### src/rtl/led_matrix_scanner_pkg.sv
// Shared definitions for the 6x6 LED matrix scanner and the image generators.
package led_matrix_scanner_pkg;

    localparam int MATRIX_ROWS = 6;
    localparam int MATRIX_COLS = 6;

    // Pin polarities: rows source current when high, columns sink when low.
    localparam logic ROW_ON = 1'b1;
    localparam logic COL_ON = 1'b0;

    typedef enum logic {
        ST_BLANK = 1'b0,
        ST_DRIVE = 1'b1
    } scan_state_t;

    // Bit position of pixel (r,c) in the flat image; column 0 is the MSB of its row slice.
    function automatic int pixel_index(input int r, input int c);
        return MATRIX_COLS * r + (MATRIX_COLS - 1) - c;
    endfunction

endpackage

### src/rtl/led_matrix_scanner_timer.sv
// Row scan sequencer: alternates BLANK and DRIVE phases and steps the row index.
module led_scan_timer
    import led_matrix_scanner_pkg::*;
#(
    parameter int DWELL_CYCLES = 2048,
    parameter int BLANK_CYCLES = 16,
    parameter int ROWS         = 6,
    localparam int DW          = $clog2(DWELL_CYCLES),
    localparam int IW          = $clog2(ROWS)
) (
    input  logic          clk,
    input  logic          rst,
    output logic [IW-1:0] idx,
    output logic          drive_en,
    output logic [DW-1:0] dwell_cnt,
    output logic          wrap
);

    localparam int BW = (BLANK_CYCLES > 1) ? $clog2(BLANK_CYCLES) : 1;

    scan_state_t   state, state_nxt;
    logic [BW-1:0] blank_cnt, blank_cnt_nxt;
    logic [DW-1:0] dwell_cnt_nxt;
    logic [IW-1:0] idx_nxt;
    logic          wrap_nxt;

    assign drive_en = (state == ST_DRIVE);

    // State, counters and row index; wrap is high for the first BLANK cycle after row ROWS-1.
    always_ff @(posedge clk) begin
        if (rst) begin
            state     <= ST_BLANK;
            blank_cnt <= '0;
            dwell_cnt <= '0;
            idx       <= '0;
            wrap      <= 1'b0;
        end else begin
            state     <= state_nxt;
            blank_cnt <= blank_cnt_nxt;
            dwell_cnt <= dwell_cnt_nxt;
            idx       <= idx_nxt;
            wrap      <= wrap_nxt;
        end
    end

    // Phase sequencing: BLANK for BLANK_CYCLES, then DRIVE for DWELL_CYCLES on the same row.
    always_comb begin
        state_nxt     = state;
        blank_cnt_nxt = blank_cnt;
        dwell_cnt_nxt = dwell_cnt;
        idx_nxt       = idx;
        wrap_nxt      = 1'b0;
        case (state)
            ST_BLANK: begin
                if (blank_cnt == BW'(BLANK_CYCLES - 1)) begin
                    blank_cnt_nxt = '0;
                    state_nxt     = ST_DRIVE;
                end else begin
                    blank_cnt_nxt = blank_cnt + 1'b1;
                end
            end
            ST_DRIVE: begin
                if (dwell_cnt == DW'(DWELL_CYCLES - 1)) begin
                    dwell_cnt_nxt = '0;
                    state_nxt     = ST_BLANK;
                    if (idx == IW'(ROWS - 1)) begin
                        idx_nxt  = '0;
                        wrap_nxt = 1'b1;
                    end else begin
                        idx_nxt = idx + 1'b1;
                    end
                end else begin
                    dwell_cnt_nxt = dwell_cnt + 1'b1;
                end
            end
            default: state_nxt = ST_BLANK;
        endcase
    end

endmodule

### src/rtl/led_matrix_scanner.sv
// 6x6 LED matrix driver: double-buffered image, row scan with blanking, 4-bit global PWM.
module led_matrix_scanner
    import led_matrix_scanner_pkg::*;
#(
    parameter int DWELL_CYCLES = 2048,
    parameter int BLANK_CYCLES = 16,
    parameter int ROWS         = MATRIX_ROWS,
    parameter int COLS         = MATRIX_COLS
) (
    input  logic                 clk,
    input  logic                 rst,
    input  logic [ROWS*COLS-1:0] img,
    input  logic                 img_valid,
    input  logic [3:0]           brightness,
    output logic [ROWS-1:0]      row,
    output logic [COLS-1:0]      col,
    output logic                 frame_start,
    output logic                 pending
);

    localparam int DW   = $clog2(DWELL_CYCLES);
    localparam int IW   = $clog2(ROWS);
    localparam int TW   = DW + 1;
    localparam int SLOT = DWELL_CYCLES / 16;

    logic [IW-1:0]        idx;
    logic                 drive_en;
    logic [DW-1:0]        dwell_cnt;
    logic                 wrap;

    logic [ROWS*COLS-1:0] active_buf, pend_buf;
    logic [3:0]           bright_lat, bright_eff;
    logic [TW-1:0]        thresh;
    logic [COLS-1:0]      slice [ROWS];
    logic [COLS-1:0]      row_bits, col_nxt;
    logic [ROWS-1:0]      row_nxt;

    led_scan_timer #(
        .DWELL_CYCLES (DWELL_CYCLES),
        .BLANK_CYCLES (BLANK_CYCLES),
        .ROWS         (ROWS)
    ) u_timer (
        .clk       (clk),
        .rst       (rst),
        .idx       (idx),
        .drive_en  (drive_en),
        .dwell_cnt (dwell_cnt),
        .wrap      (wrap)
    );

    for (genvar r = 0; r < ROWS; r++) begin : g_slice
        assign slice[r] = active_buf[pixel_index(r, 0) -: COLS];
    end

    // Pin values for the current FSM state; the latch is bypassed on the first DRIVE cycle
    // so a row's PWM uses the brightness sampled at its start.
    always_comb begin
        bright_eff = (dwell_cnt == '0) ? brightness : bright_lat;
        thresh     = TW'(bright_eff) * TW'(SLOT);
        row_bits   = '0;
        for (int r = 0; r < ROWS; r++) begin
            if (idx == IW'(r)) row_bits = slice[r];
            row_nxt[r] = (drive_en && idx == IW'(r)) ? ROW_ON : ~ROW_ON;
        end
        for (int c = 0; c < COLS; c++) begin
            col_nxt[c] = (drive_en && row_bits[COLS-1-c] && ({1'b0, dwell_cnt} < thresh))
                         ? COL_ON : ~COL_ON;
        end
    end

    // Buffers, brightness latch and registered pins; active only changes on the frame wrap.
    always_ff @(posedge clk) begin
        if (rst) begin
            active_buf  <= '0;
            pend_buf    <= '0;
            pending     <= 1'b0;
            frame_start <= 1'b0;
            bright_lat  <= '0;
            row         <= '0;
            col         <= '1;
        end else begin
            frame_start <= 1'b0;
            if (wrap && img_valid) begin
                active_buf  <= img;
                pending     <= 1'b0;
                frame_start <= 1'b1;
            end else if (wrap && pending) begin
                active_buf  <= pend_buf;
                pending     <= 1'b0;
                frame_start <= 1'b1;
            end else if (img_valid) begin
                pend_buf <= img;
                pending  <= 1'b1;
            end
            if (drive_en && dwell_cnt == '0) bright_lat <= brightness;
            row <= row_nxt;
            col <= col_nxt;
        end
    end

endmodule
### config.mk
export PLATFORM = sky130hd
export DESIGN_NAME = led_matrix_scanner
export DESIGN_NICKNAME = d
export VERILOG_FILES = /design/src/rtl/led_matrix_scanner_pkg.sv /design/src/rtl/led_matrix_scanner_timer.sv /design/src/rtl/led_matrix_scanner.sv
export SDC_FILE = /design/constraint.sdc
export NUM_CORES = 1
export LEC_CHECK = 0
export ABC_AREA = 0
export BUFFER_PORTS_ARGS = -buffer_cell sky130_fd_sc_hd__buf_2
export CORE_UTILIZATION = 40
export CTS_CLUSTER_DIAMETER = 100
export DETAILED_ROUTE_END_ITERATION = 8
export PLACE_DENSITY = 0.61
export SLEW_MARGIN = 20
export SYNTH_ARGS = -nofsm -noshare
export SYNTH_HDL_FRONTEND = slang
export SYNTH_SLANG_ARGS = --single-unit
### constraint.sdc
create_clock -name clk -period 6.33 [get_ports clk]
set_input_delay 0.3165 -clock clk [delete_from_list [all_inputs] [get_ports clk]]
set_output_delay 0.3165 -clock clk [all_outputs]
set_load 0.1 [all_outputs]
After elaboration in Yosys (flattened, before gate mapping):

Index checks and enable logic that the tools add are counted.
Widths: inputs -> output; s select.

* register bits after elaboration: 110
* bits of input ports: 43
* output and inout bits: 14
* logic and storage cells: 85

* add/subtract/negate cells: 3
* order comparisons: 1
* equality and inequality tests: 7
* mux-type cells: 30
* bitwise operators: 4
* reduce and logical (&&, ||, !) cells: 28

Operators with widths (number)
* $mux 36: 2
* $mux 6: 6
* $logic_and 1x1->1: 21
* $mux 1: 17
* $add 11x1->11 const B: 1
* $eq 11x11->1 const B: 1
* $logic_not 11->1: 1
* $lt 11x11->1: 1
* $mux 11: 1
* $mux 4: 2
* $eq 3x2->1 const B: 2
* $eq 3x3->1 const B: 2
* $reduce_or 3->1: 2
* $add 4x1->4 const B: 1
* $eq 4x4->1 const B: 1
* $not 1->1: 4
* $add 3x1->3 const B: 1
* $eq 3x1->1 const B: 1
* $logic_not 3->1: 1
* $mux 3: 1
* $reduce_and 3->1: 1
* $pmux 1 s2: 1
* $reduce_and 2->1: 1
* $reduce_bool 2->1: 1

Logic depth before layout (Yosys ltp):

* word-level depth: 10
* gate-level depth with buffers: 10

Cells and area by module:

Synthesis repeated with hierarchy kept, for this count alone.

* cell total of the unflattened synthesis: 591
* area, all modules: 5038.6 um^2

Modules (own cells, without submodules)
* led_matrix_scanner: instances 1, cells an instance 493, area an instance 4107.7 um^2
* led_scan_timer: instances 1, cells an instance 98, area an instance 930.9 um^2

Least setup slack after synthesis:

Ideal clock, no wire load.

* path kind: register -> register
* from: register u_timer.dwell_cnt[5]
* to: register col[0]
* arrival time: 2.140 ns
* data required time: 6.197 ns
* path slack: 4.056 ns
* stages on the path, launching flop included: 9
* buffers on the path: 0
* period minus slack after synthesis: 2.274 ns
* cells stage by stage: dfxtp_1 > nor4_1 > nand3_1 > mux2i_1 > ha_1 > a211oi_1 > o21ai_0 > nor3_2 > o21ai_0

* cells in the longest elaborated chain, start to end: 5

Ends and longest elaborated chain
* start, declared: RTL line led_matrix_scanner_timer.sv:15 `output logic [DW-1:0] dwell_cnt,`
* start signal, assigned: RTL line led_matrix_scanner_timer.sv:40 `dwell_cnt <= dwell_cnt_nxt;`
* $logic_not 11->1: RTL line led_matrix_scanner.sv:58 `bright_eff = (dwell_cnt == '0) ? brightness : bright_lat;`
* $mux 4: RTL line led_matrix_scanner.sv:58
* $lt 11x11->1 *: RTL line led_matrix_scanner.sv:66 `col_nxt[c] = (drive_en && row_bits[COLS-1-c] && ({1'b0, dwell_cnt} < thresh))`
* $logic_and 1x1->1 *: RTL line led_matrix_scanner.sv:66
* $mux 1 *: RTL line led_matrix_scanner.sv:67 `? COL_ON : ~COL_ON;`
* end signal, assigned: RTL line led_matrix_scanner.sv:97 `col <= col_nxt;`
* end, declared: RTL line led_matrix_scanner.sv:16 `output logic [COLS-1:0] col,`

Every way passes the cells marked *; elsewhere a longest branch is shown, timed or not.
A chain may end at the register's enable or synchronous reset.

Final worst setup path:

* from: register u_timer.dwell_cnt[5]
* to: register col[1]

Same word-level chain as after synthesis.

==> reports/qor.csv <==
stage;metric;value;unit
run_status;status;finished, final reports clean;
sta;setup_slack;3.56;ns
routing;dr.pass1.iters;5;
critical_path;reg2reg_from;u_timer.dwell_cnt[5];
routing;vias;4706;
sta;fin_tns_setup;0;ns
sta;max_slew_margin;0.312;
sta;tightest_slew;1.03;ns
clock_tree;clk_pin_slew;0.07;ns
sta;slew_violations;0;
synth;synth_top_family_by_area;simple AND/OR/NAND/NOR gates;
synth;synth_adder_area_share;0.0171;
clock_tree;cts-root-buf;clkbuf_16;
sta;fmax;0.361;GHz
placement;place_hpwl;8400;µm
routing;dr.first_iter.drc_count;404;
routing;routed_wl;13000;µm
cells_and_area;layout-drive-gt1-share;0.127;
critical_path;endpoint_kind;register;
floorplanning;initial_core_util;0.418;
placement;numPortBuffers;56;
critical_path;worst_r2r_endpoint;col[1];
critical_path;critPathSlowestCell;nor4_1;
run;cap_violations;0;
sta;clock-skew-final;0.00698;ns
synth;synth_seq_cells;110;
synth;yosys.area_share.xor_xnor;0.0154;
global_routing;grt-ovfl-total;0;
sta;fin_crit;2.77;ns
synth;yosys.area_share.simple;0.299;
synth;async_reset_ff_frac;0;
critical_path;cp_top_family;simple AND/OR/NAND/NOR gates;
routing;ant_nets;0;
cells_and_area;area_growth;13.4;%
floorplanning;core-area;0.0123;mm²
clock_tree;cts_setup_buffers;0;
synth;yosysWarnings;0;
power_and_ir_drop;power_leakage;2.21;nW
clock_tree;clock-sinks;110;
critical_path;cp.required;6.54;ns
sta;setup_violations;0;
placement;place_ws;3.65;ns
routing;wl_per_cell;14.7;µm
floorplanning;die_w;115;µm
global_routing;track_usage;0.207;
placement;place_congestion;0.875;
clock_tree;cts_buffers;9;
clock_tree;cts_tree;done;
floorplanning;dieArea;0.0133;mm²
floorplanning;num_rows;40;
critical_path;cp_cell_sequence;nor4_1 -> nand3_1 -> mux2i_1 -> ha_1 -> a211oi_1 -> o21ai_0 -> nor3_2 -> o21ai_0;
synth;synthesis.nets;740;
critical_path;startpoint_type;register;
clock_tree;cts_max_level;3;
power_and_ir_drop;ir_drop;179;µV
critical_path;rrSetupSlack;3.56;ns
critical_path;worst-path-max-fanout;6;
clock_tree;clockBufferDepth;2;
synth;synth_edf_count;0;
cells_and_area;ff_latch_area;0.00220;mm²
cells_and_area;fill_cells;1209;
critical_path;cpPeakStageDelay;0.50;ns
cells_and_area;antennaDiodeCount;0;
synth;muxShareOfSynthArea;0.0464;
synth;postSynthAreaPerCell;7.43;µm²
synth;syn_area;0.00512;mm²
synth;synth_compound_area_frac;0.124;
global_routing;antenna_found_initial;0;
global_routing;grt_pass1_wl;21300;µm
synth;synth_top_cells_by_area;dfxtp_1 (43%), nor2_1 (12%), nand2_1 (6.3%);
worst_hold_path;holdPathStages;3;
synth;yosysTopAreaCellShare;0.430;
global_routing;grt_start_max_net_pins;97;
clock_tree;cts_resized;0;
synth;yosysMostFrequentCell;nor2_1;
power_and_ir_drop;power.density;254;mW/mm²
synth;postSynthCellCount;690;
synth;synth_flop_cell;dfxtp_1;
sta;finalHoldViolCount;0;
clock_tree;holdBufCountCts;0;
cells_and_area;layout.nets;764;
sta;finalCritPeriodShare;0.437;
synth;synth.top_cells.by_count;nor2_1 (161), dfxtp_1 (110), nand2_1 (86), a21oi_1 (45), inv_1 (41);
worst_hold_path;min_to;pend_buf[17];
cells_and_area;multi_input_area;0.00257;mm²
worst_hold_path;worstHoldPathType;primary input to register;
critical_path;critPathKind;register to register;
critical_path;arrival;2.98;ns
floorplanning;dieHeight;115;µm
floorplanning;ioPinCount;57;
routing;viasPerCell;5.31;
sta;rsz0062_at_grt;no;
routing;drcViolationCount;0;
synth;yosysUniqueCellTypes;38;
global_routing;grt_pass1_vias;4350;
worst_hold_path;worstHoldStart;img[17];
critical_path;rr_worst_depth;8;
critical_path;timing.critical_path.buf_inv;0;
critical_path;crit_top_cell;o21ai_0;
synth;synth_seq_area_share;0.430;
clock_tree;worstSkewPairLatency;0.35;ns
synth;yosys.area.top_type;dfxtp_1;
==> worst max path at each step <==
stage | startpoint | end | slack [ns] | depth (start not counted)
after floorplan | u_timer.dwell_cnt[5] | col[0] | 4.06 | 8
after global placement | u_timer.dwell_cnt[5] | col[4] | 3.73 | 8
after detailed placement | u_timer.dwell_cnt[5] | col[1] | 3.65 | 8
after CTS | u_timer.dwell_cnt[5] | col[1] | 3.60 | 8
after global routing | u_timer.dwell_cnt[5] | col[1] | 3.43 | 8
final | u_timer.dwell_cnt[5] | col[1] | 3.56 | 8
==> routing by layer <==
| metal | part of all wire | vias up | GRT usage |
|---|---|---|---|
| met5 | 0 | - | 0 |
| met4 | 0.025 | 0 | 0.0779 |
| met3 | 0.054 | 22 | 0.0538 |
| met2 | 0.45 | 132 | 0.326 |
| met1 | 0.47 | 2182 | 0.271 |
| li1 | - | 2370 | - |
==> cell families after synthesis <==
family,after synthesis
AOI/OAI and AO/OA,110
buffers and inverters,91
and+or+nand+nor,340
muxes,23
adders and majority gates,7
DFF,110
xor gates and xnor gates,9
==> flip-flops by register name, summed over array words and instances (netlist names) <==
name / flops
frame_start: 1
u_timer.wrap: 1
bright_lat: 4
active_buf: 36
row: 6
u_timer.dwell_cnt: 11
pending: 1
u_timer.drive_en: 1
u_timer.blank_cnt: 4
u_timer.idx: 3
col: 6
pend_buf: 36
==> per-stage QoR <==
stage / util / power, mW / cells / area, µm² / hold WS [ns]
2_1_floorplan: - / 0.811 / 690 / 5120 / 0.431
3_3_place_gp: 0.446 / 0.842 / 871 / 5470 / 0.437
3_5_place_dp: 0.446 / 0.847 / 871 / 5470 / 0.443
4_1_cts: 0.474 / 1.49 / 887 / 5810 / 0.197
5_1_grt: 0.474 / 1.54 / 887 / 5810 / 0.198
6_report: 0.474 / 1.48 / 887 / 5810 / 0.207
==> cell type report <==
cell class / count / share of cell area
sequential: 110 / 0.379
timing repair buffer: 62 / 0.0560
clock inverter: 7 / 0.0194
tap: 168 / 0.0362
inverter: 42 / 0.0271
clock buffer: 9 / 0.0388
multi-input combinational: 489 / 0.443
==> cells in the final DEF, fill, tap and decap left out, types with 7 or more instances in the layout <==
master / netlist / final
nand2b_1: 10 / 9
mux2i_1: 17 / 17
dfxtp_1: 110 / 108
inv_1: 41 / 41
nor4_1: 36 / 36
a31oi_1: 36 / 36
clkbuf_16: 0 / 9
nor3_1: 10 / 10
nand3_1: 9 / 9
nor2_1: 161 / 161
nand2_1: 86 / 86
o21ai_0: 18 / 18
a21oi_1: 45 / 45
ha_1: 7 / 7
a221oi_1: 8 / 8
buf_2: 3 / 56
==> report_power, final <==
group / switching, mW / leakage, nW / internal [mW]
registers: 0.0141 / 0.895 / 0.707
clock network: 0.262 / 0.165 / 0.385
logic: 0.0681 / 1.15 / 0.0416
==> tightest hold or removal path, stage by stage <==
cell     delay (ns)
buf_2          0.11
nand2_1        0.05
a21oi_1        0.05
Note: power is estimated with default switching activity, not from simulation.
